## src/rtl/serial_subtractor_if.sv

```systemverilog
`default_nettype none
// +----------------------------------------------------------------------+
// | serial_subtractor_if: operand/handshake/result bundle for the         |
// | bit-serial subtractor. Bin exists only with SUB_BORROW_IN_EN.         |
// | Revision: 1.0                                                         |
// +----------------------------------------------------------------------+
interface serial_subtractor_if #(
    parameter int WIDTH = 8
);
    logic             start;
    logic [WIDTH-1:0] A;
    logic [WIDTH-1:0] B;
`ifdef SUB_BORROW_IN_EN
    logic             Bin;
`endif
    logic             busy;
    logic             done;
    logic [WIDTH-1:0] Diff;
    logic             Bout;
    logic             Zero;
    logic             Ovf;

    modport master (
        output start, A, B,
`ifdef SUB_BORROW_IN_EN
        output Bin,
`endif
        input  busy, done, Diff, Bout, Zero, Ovf
    );

    modport slave (
        input  start, A, B,
`ifdef SUB_BORROW_IN_EN
        input  Bin,
`endif
        output busy, done, Diff, Bout, Zero, Ovf
    );
endinterface
`default_nettype wire

```

## src/rtl/serial_subtractor.sv

```systemverilog
`default_nettype none
// +----------------------------------------------------------------------+
// | serial_subtractor: LSB-first bit-serial A - B (- Bin) with start/busy/|
// | done handshake; optional borrow-in under macro SUB_BORROW_IN_EN.      |
// | Revision: 1.0                                                         |
// +----------------------------------------------------------------------+
module serial_subtractor #(
    parameter int WIDTH = 8
) (
    input  wire logic          clk,
    input  wire logic          rst,
    serial_subtractor_if.slave bus
);
    localparam int CNT_W = $clog2(WIDTH);
    localparam logic [CNT_W-1:0] LAST_CNT = CNT_W'(WIDTH - 1);

    localparam logic [1:0] S_IDLE = 2'd0;
    localparam logic [1:0] S_CALC = 2'd1;
    localparam logic [1:0] S_DONE = 2'd2;

    logic [1:0]       state_q, state_d;
    logic [WIDTH-1:0] a_q, b_q, sr_q;
    logic             br_q;
    logic [CNT_W-1:0] cnt_q;
    logic [WIDTH-1:0] diff_q;
    logic             bout_q, zero_q, ovf_q;

    logic             busy_o, done_o;
    logic             d_bit, br_next, last_bit, seed_br;
    logic [WIDTH-1:0] sr_next;

    assign d_bit    = a_q[0] ^ b_q[0] ^ br_q;
    assign br_next  = (~a_q[0] & b_q[0]) | (~(a_q[0] ^ b_q[0]) & br_q);
    assign sr_next  = (sr_q >> 1) | (WIDTH'(d_bit) << (WIDTH - 1));
    assign last_bit = (cnt_q == LAST_CNT);

`ifdef SUB_BORROW_IN_EN
    assign seed_br = bus.Bin;
`else
    assign seed_br = 1'b0;
`endif

    always_ff @(posedge clk or posedge rst) begin
        if (rst) begin
            state_q <= S_IDLE;
        end else begin
            state_q <= state_d;
        end
    end

    always_comb begin
        state_d = state_q;
        case (state_q)
            S_IDLE:  if (bus.start) state_d = S_CALC;
            S_CALC:  if (last_bit)  state_d = S_DONE;
            S_DONE:  state_d = S_IDLE;
            default: state_d = S_IDLE;
        endcase
    end

    always_comb begin
        busy_o = 1'b0;
        done_o = 1'b0;
        case (state_q)
            S_CALC:  busy_o = 1'b1;
            S_DONE:  done_o = 1'b1;
            default: ;
        endcase
    end

    always_ff @(posedge clk or posedge rst) begin
        if (rst) begin
            a_q    <= '0;
            b_q    <= '0;
            sr_q   <= '0;
            br_q   <= 1'b0;
            cnt_q  <= '0;
            diff_q <= '0;
            bout_q <= 1'b0;
            zero_q <= 1'b0;
            ovf_q  <= 1'b0;
        end else begin
            if (state_q == S_IDLE && bus.start) begin
                a_q   <= bus.A;
                b_q   <= bus.B;
                br_q  <= seed_br;
                cnt_q <= '0;
            end else if (state_q == S_CALC) begin
                a_q   <= a_q >> 1;
                b_q   <= b_q >> 1;
                br_q  <= br_next;
                sr_q  <= sr_next;
                cnt_q <= cnt_q + CNT_W'(1);
                // On the final bit the operand LSBs are the original MSBs.
                if (last_bit) begin
                    diff_q <= sr_next;
                    bout_q <= br_next;
                    zero_q <= (sr_next == '0);
                    ovf_q  <= (a_q[0] != b_q[0]) && (d_bit != a_q[0]);
                end
            end
        end
    end

    assign bus.busy = busy_o;
    assign bus.done = done_o;
    assign bus.Diff = diff_q;
    assign bus.Bout = bout_q;
    assign bus.Zero = zero_q;
    assign bus.Ovf  = ovf_q;
endmodule
`default_nettype wire

```

## src/flat_wrapper.sv

```systemverilog
// flat-port wrapper written by rule: the top's interface ports become plain ports
module serial_subtractor_flat 
#(
    parameter int WIDTH = 8
)
  (clk, rst, bus_start, bus_A, bus_B, bus_busy, bus_done, bus_Diff, bus_Bout, bus_Zero, bus_Ovf);
  serial_subtractor_if #(.WIDTH(WIDTH)) bus_i ();
  input  wire logic clk;
  input  wire logic rst;
  input wire logic [$bits(bus_i.start)-1:0] bus_start;
  input wire logic [$bits(bus_i.A)-1:0] bus_A;
  input wire logic [$bits(bus_i.B)-1:0] bus_B;
  output wire logic [$bits(bus_i.busy)-1:0] bus_busy;
  output wire logic [$bits(bus_i.done)-1:0] bus_done;
  output wire logic [$bits(bus_i.Diff)-1:0] bus_Diff;
  output wire logic [$bits(bus_i.Bout)-1:0] bus_Bout;
  output wire logic [$bits(bus_i.Zero)-1:0] bus_Zero;
  output wire logic [$bits(bus_i.Ovf)-1:0] bus_Ovf;
  assign bus_i.start = bus_start;
  assign bus_i.A = bus_A;
  assign bus_i.B = bus_B;
  assign bus_busy = bus_i.busy;
  assign bus_done = bus_i.done;
  assign bus_Diff = bus_i.Diff;
  assign bus_Bout = bus_i.Bout;
  assign bus_Zero = bus_i.Zero;
  assign bus_Ovf = bus_i.Ovf;
  serial_subtractor #(.WIDTH(WIDTH)) u_core (.clk(clk), .rst(rst), .bus(bus_i));
endmodule
```

## config.mk

```make
export PLATFORM = sky130hd
export DESIGN_NAME = serial_subtractor_flat
export DESIGN_NICKNAME = d
export VERILOG_FILES = /design/src/rtl/serial_subtractor_if.sv /design/src/rtl/serial_subtractor.sv /design/src/flat_wrapper.sv
export SDC_FILE = /design/constraint.sdc
export NUM_CORES = 1
export LEC_CHECK = 0
export ABC_CLOCK_PERIOD_IN_PS = 1600
export CORE_ASPECT_RATIO = 1.75
export CORE_MARGIN = 4
export CORE_UTILIZATION = 41
export DETAILED_ROUTE_END_ITERATION = 8
export GPL_ROUTABILITY_DRIVEN = 0
export PLACE_DENSITY = 0.7
export RECOVER_POWER = 50
export SLEW_MARGIN = 15
export SYNTH_ARGS = -nofsm -noshare
export SYNTH_HDL_FRONTEND = slang
export SYNTH_SLANG_ARGS = --single-unit
```

## constraint.sdc

```tcl
create_clock -name clk -period 1.6 [get_ports clk]
set_clock_uncertainty 0.2 [all_clocks]
set_input_delay 0.32 -clock clk [delete_from_list [all_inputs] [get_ports clk]]
set_output_delay 0.32 -clock clk [all_outputs]
set_load 0.05 [all_outputs]
```

# [Word-level counts from Yosys, hierarchy flattened]
# Cells that the tools add are included.
[word_totals] register_bits=41 in_bits=19 out_inout_bits=13 wordCells=48
[op_classes] n_addsub=1 eq_ne=7 n_mux=13 n_bitwise=9 n_reduce_logical=8
[ops] op="$mux W8" count=4
[ops] op="$logic_not A8 Y1" count=1
[ops] op="$or A7 B8 Y8" count=1
[ops] op="$mux W3" count=2
[ops] op="$mux W1" count=4
[ops] op="$mux W2" count=2
[ops] op="$pmux W2 S2" count=1
[ops] op="$reduce_and A2 Y1" count=2
[ops] op="$add A3 B1 Y3 const B" count=1
[ops] op="$eq A3 B3 Y1 const B" count=1
[ops] op="$not A1 Y1" count=3
[ops] op="$reduce_and A3 Y1" count=1
[ops] op="$and A1 B1 Y1" count=2
[ops] op="$eq A2 B1 Y1 const B" count=1
[ops] op="$eq A2 B2 Y1 const B" count=1
[ops] op="$logic_and A1 B1 Y1" count=2
[ops] op="$logic_not A2 Y1" count=1
[ops] op="$ne A1 B1 Y1" count=2
[ops] op="$ne A2 B1 Y1 const B" count=1
[ops] op="$ne A2 B2 Y1 const B" count=1
[ops] op="$reduce_bool A2 Y1" count=1
[ops] op="$xor A1 B1 Y1" count=2
[ops] op="$or A1 B1 Y1" count=1

# [Longest topological paths before layout]
[logic_depth] depth_word=6 ltp_mapped=6 ltp_nobuf=5

# [Worst setup path after synthesis]
# Ideal clock, no wire load.
[synth_timing] path_type="register to output" start="register u_core.state_q[0]" end="output bus_done" t_arrival_ns=1.145 t_required_ns=1.080 slack_ns=-0.065 path_stages_with_launch=2 n_path_buf=0 cell_sequence="dfrtp_1 nor2b_1"
[synth_via] elab_chain_cells=2
[synth_rtl] item="from (decl)" line_no="serial_subtractor.sv:21" source="logic [1:0] state_q, state_d;"
[synth_rtl] item="from (signal assigned)" line_no="serial_subtractor.sv:47" source="state_q <= state_d;"
[synth_rtl] item="$eq A2 B2 Y1" line_no="serial_subtractor.sv:64" source="case (state_q)"
[synth_rtl] item="$mux W1" line_no="serial_subtractor.sv:64"
[synth_rtl] item="to (decl)" line_no="flat_wrapper.sv:14" source="output wire logic [$bits(bus_i.done)-1:0] bus_done;"
# No other way between the ends.

# [Worst setup path after layout]
[layout_timing] start="register u_core.a_q[0]" end="register u_core.ovf_q (netlist: u_core.bus.Ovf)"
[layout_via] elab_chain_cells=4 elab_cells_between_ends=5 cone_classes="2 x eq/ne; 2 x bitwise; 1 x reduce/logical"
[layout_rtl] item="from (decl)" line_no="serial_subtractor.sv:22" source="logic [WIDTH-1:0] a_q, b_q, sr_q;"
[layout_rtl] item="from (signal assigned)" line_no="serial_subtractor.sv:84" source="a_q <= bus.A;"
[layout_rtl] item="from (signal assigned)" line_no="serial_subtractor.sv:89" source="a_q <= a_q >> 1;"
[layout_rtl] item="$xor A1 B1 Y1 (2 in a row)" line_no="serial_subtractor.sv:32" source="assign d_bit = a_q[0] ^ b_q[0] ^ br_q;"
[layout_rtl] item="$ne A1 B1 Y1" line_no="serial_subtractor.sv:99" source="ovf_q <= (a_q[0] != b_q[0]) && (d_bit != a_q[0]);"
[layout_rtl] item="$logic_and A1 B1 Y1 (*)" line_no="serial_subtractor.sv:99"
[layout_rtl] item="to (signal assigned)" line_no="serial_subtractor.sv:99"
[layout_rtl] item="to (decl)" line_no="serial_subtractor.sv:26" source="logic bout_q, zero_q, ovf_q;"
# Mark *: on every way between the ends. The rest lies on a longest branch, timed or not.
# A chain may end at the register's enable or synchronous reset.

==> results.py <==
metrics = {
    "cells_and_area": {
        "n_antenna_cell": 0,
        "area_growth_pct": 45.8,
        "nets": 234,
        "drive_above_1_share_pct": 28.8,
        "final_common_cell": "nand2_1",
        "nFillCells": 344,
        "fin_cells": 260,
        "seq_area_um2": 1000,
        "multi_input_area_um2": 696,
        "final_cell_mix": "nand2_1 (60), dfrtp_1 (39), clkdlybuf4s50_1 (18)",
        "post-route-util_pct": 63.1,
        "finalInstanceArea_um2": 2510,
    },
    "power": {
        "p_switching_mw": 2.05,
        "power_density_nw_per_um2": 2090,
        "leakagePower_nw": 1.24,
        "seqPwrFrac_pct": 34.9,
        "clock_power_share_pct": 12.6,
        "intPower_mw": 3.20,
        "sw_frac_of_total_pct": 39.1,
        "comb_power_share_pct": 52.4,
        "worst_ir_drop_vdd_mv": 1.13,
    },
    "outcome": {
        "status": "complete, but fails checks",
        "violations": "negative setup slack",
    },
    "cts": {
        "numCtsBuffers": 5,
        "root_buffer": "clkbuf_8",
        "clkSinkCount": 40,
        "cts-htree-levels": 2,
        "clockBufferDepth": 2,
        "clock_latency_ps": 290,
        "ctsHoldBuffers": 0,
        "cts_tree": "yes",
        "path_clk_slew_ps": 70,
    },
    "synth": {
        "yosysSeqAreaShare_pct": 58.1,
        "yosys_warnings": 0,
        "synth_fp_nets": 182,
        "synth_area_um2": 1720,
        "syn-mean-instance-area_um2": 10.8,
        "synth_cell_types": 24,
        "syn_inst": 159,
        "synth-seq-cells": 40,
    },
    "drt": {
        "routed_via_density": 4.98,
        "drcViolationCount": 0,
        "drt-total-wl_um": 3710,
        "drt_pass1_iterations": 4,
        "num_vias": 1295,
        "antenna_left": 0,
        "drtIter0Drc": 26,
        "wl_per_cell_um": 14.3,
    },
    "critical_path": {
        "cp-start-kind": "flip-flop",
        "cp_top_family": "adder cells",
        "rr_worst_depth": 5,
        "r2r_start": "u_core.a_q[0]",
        "path_depth": 5,
        "ff2ff_setup_slack_ps": -60,
        "crit_chain": "inv_2 > fa_1 > buf_4 > xor2_1 > o31ai_1",
        "crit_type": "reg2reg",
        "slowest_delay_ps": 490,
        "r2r_end": "u_core.bus.Ovf",
        "cp_slowest_cell": "fa_1",
        "crit_fanout": 3,
        "crit_arrival_ps": 1660,
        "path_buf_inv": 2,
        "worstPathRequired_ps": 1590,
        "endpoint_kind": "flip-flop",
    },
    "sta": {
        "setup_viol": 11,
        "rsz0062_at_grt": "true",
        "period_share_pct": 104,
        "final_max_slew_viol_count": 0,
        "fin_ws_ps": -63.1,
        "relSlewSlack_pct": 43.3,
        "min_period_ps": 1660,
        "hold_viol_final": 0,
        "fmax_mhz": 601,
        "worst_pin_slew_ps": 851,
    },
    "floorplan": {
        "initial_utilization_pct": 43.3,
        "coreArea_um2": 3980,
        "die_h_um": 93.8,
        "die_w_um": 57,
        "die-area_um2": 5340,
        "core.rowCount": 30,
        "io_pins": 32,
    },
    "hold_path": {
        "min_path_cells": 2,
        "hp-class": "reg2reg",
        "hold_start": "u_core.b_q[3]",
        "min_to": "u_core.b_q[3]",
    },
    "placed_design": {
        "dpl.hpwl_um": 2550,
        "dp.cells": 240,
        "place_area_um2": 2290,
        "io_buffers": 31,
    },
    "global_routing": {
        "grt-ovfl-total": 0,
        "grt_pass1_wl_um": 6070,
        "track_usage_pct": 14.5,
        "antenna_found_initial": 0,
        "grt_pass1_vias": 1404,
        "grt_max_degree": 41,
    },
    "job": {
        "cap_violations": 0,
    },
}
==> through the flow <==
step | worst slack (ps) | power, mW | TNS (ps) | hold slack, ps
global route | -197 | 5.61 | -937 | 306
CTS | -70.3 | 5.16 | -361 | 177
global placement | -48.1 | 4.18 | -569 | 262
finish | -63.1 | 5.25 | -255 | 283
floorplan | -8.56 | 3.23 | -8.56 | 237
detailed placement | -142 | 4.33 | -1550 | 266
==> worst register-to-register path: stages (launching register included) <==
cell and delay [ps]:
dfrtp_1 360, inv_2 50, fa_1 490, buf_4 160, xor2_1 130, o31ai_1 170
==> Yosys cell counts <==
library cell | number | area share, %
o21ai_0 | 9 | 2.6
o31ai_1 | 1 | 0.44
xor2_1 | 1 | 0.51
o21bai_1 | 2 | 0.87
o21ai_1 | 2 | 0.58
nor4_1 | 1 | 0.36
dfrtp_1 | 40 | 58
nand3b_4 | 1 | 1.2
mux2_2 | 5 | 3.3
nand2b_1 | 1 | 0.36
fa_1 | 1 | 1.2
nor3b_2 | 1 | 0.73
nor2b_1 | 1 | 0.36
mux2i_1 | 2 | 1.2
buf_4 | 2 | 0.87
a22oi_1 | 12 | 5.2
inv_4 | 1 | 0.36
nand2_1 | 60 | 13
inv_1 | 3 | 0.65
buf_6 | 3 | 2.0
mux2_4 | 3 | 2.6
nor4b_1 | 1 | 0.51
buf_2 | 3 | 0.87
ha_1 | 3 | 2.2
==> area by class of cell <==
cell class	instances	area share [%]
flip-flops and latches	40	39.9
multi-input cells	107	27.7
repair buffers	53	25.6
clock buffers	6	3.29
well taps	48	2.39
inverters	4	0.697
clock inverters	2	0.398
==> timing repair <==
action / CTS / global route
buffers inserted: 6 / 6
gates resized for setup: 5 / 8
cloned: 0 / 0
pin swaps: 2 / 2
setup endpoints to repair: 13 / 15
==> worst max path at each step <==
stage / start / end / slack (ps)
global route: u_core.a_q[0] / u_core.bus.Zero / -200
global placement: u_core.br_q / u_core.bus.Zero / -50
finish: u_core.a_q[0] / u_core.bus.Ovf / -60
CTS: u_core.a_q[0] / u_core.bus.Ovf / -70
detailed placement: u_core.br_q / u_core.bus.Zero / -140
floorplan: u_core.br_q / u_core.bus.Zero / -9
==> registers in the layout, summed over array words and instances, names as in the netlist <==
signal	cells
u_core.a_q	8
u_core.b_q	8
u_core.bus.Diff	8
u_core.sr_q	7
u_core.cnt_q	3
u_core.state_q	2
u_core.br_q	1
u_core.bus.Bout	1
u_core.bus.Ovf	1
u_core.bus.Zero	1
==> power groups by stage <==
stage | combinational, mW | sequential, mW | clock (mW)
3_5_place_dp | 2.48 | 1.84 | 0
5_1_grt | 3.00 | 1.88 | 0.732
6_report | 2.75 | 1.83 | 0.664
3_3_place_gp | 2.38 | 1.80 | 0
4_1_cts | 2.65 | 1.82 | 0.687
2_1_floorplan | 1.11 | 2.12 | 0
==> routing by layer <==
metal	up-vias	routed length, µm	global-route usage [%]
li1	631	-	-
met1	627	1390	14.3
met2	31	2100	28.6
met3	6	163	3.44
met4	0	53	4.64
met5	-	0	0
==> cells by family (layout without fill, tap and decap cells) <==
kind of cell	after synthesis	count (layout)	synth area share, %
buffers and inverters	12	65	4.72
AOI/OAI and AO/OA	26	26	9.73
and+or+nand+nor	66	66	16.6
muxes	10	10	7.04
DFF	40	40	58.1
xor gates and xnor gates	1	1	0.508
adders and majority gates	4	4	3.34
(Power assumes the default switching activity.)
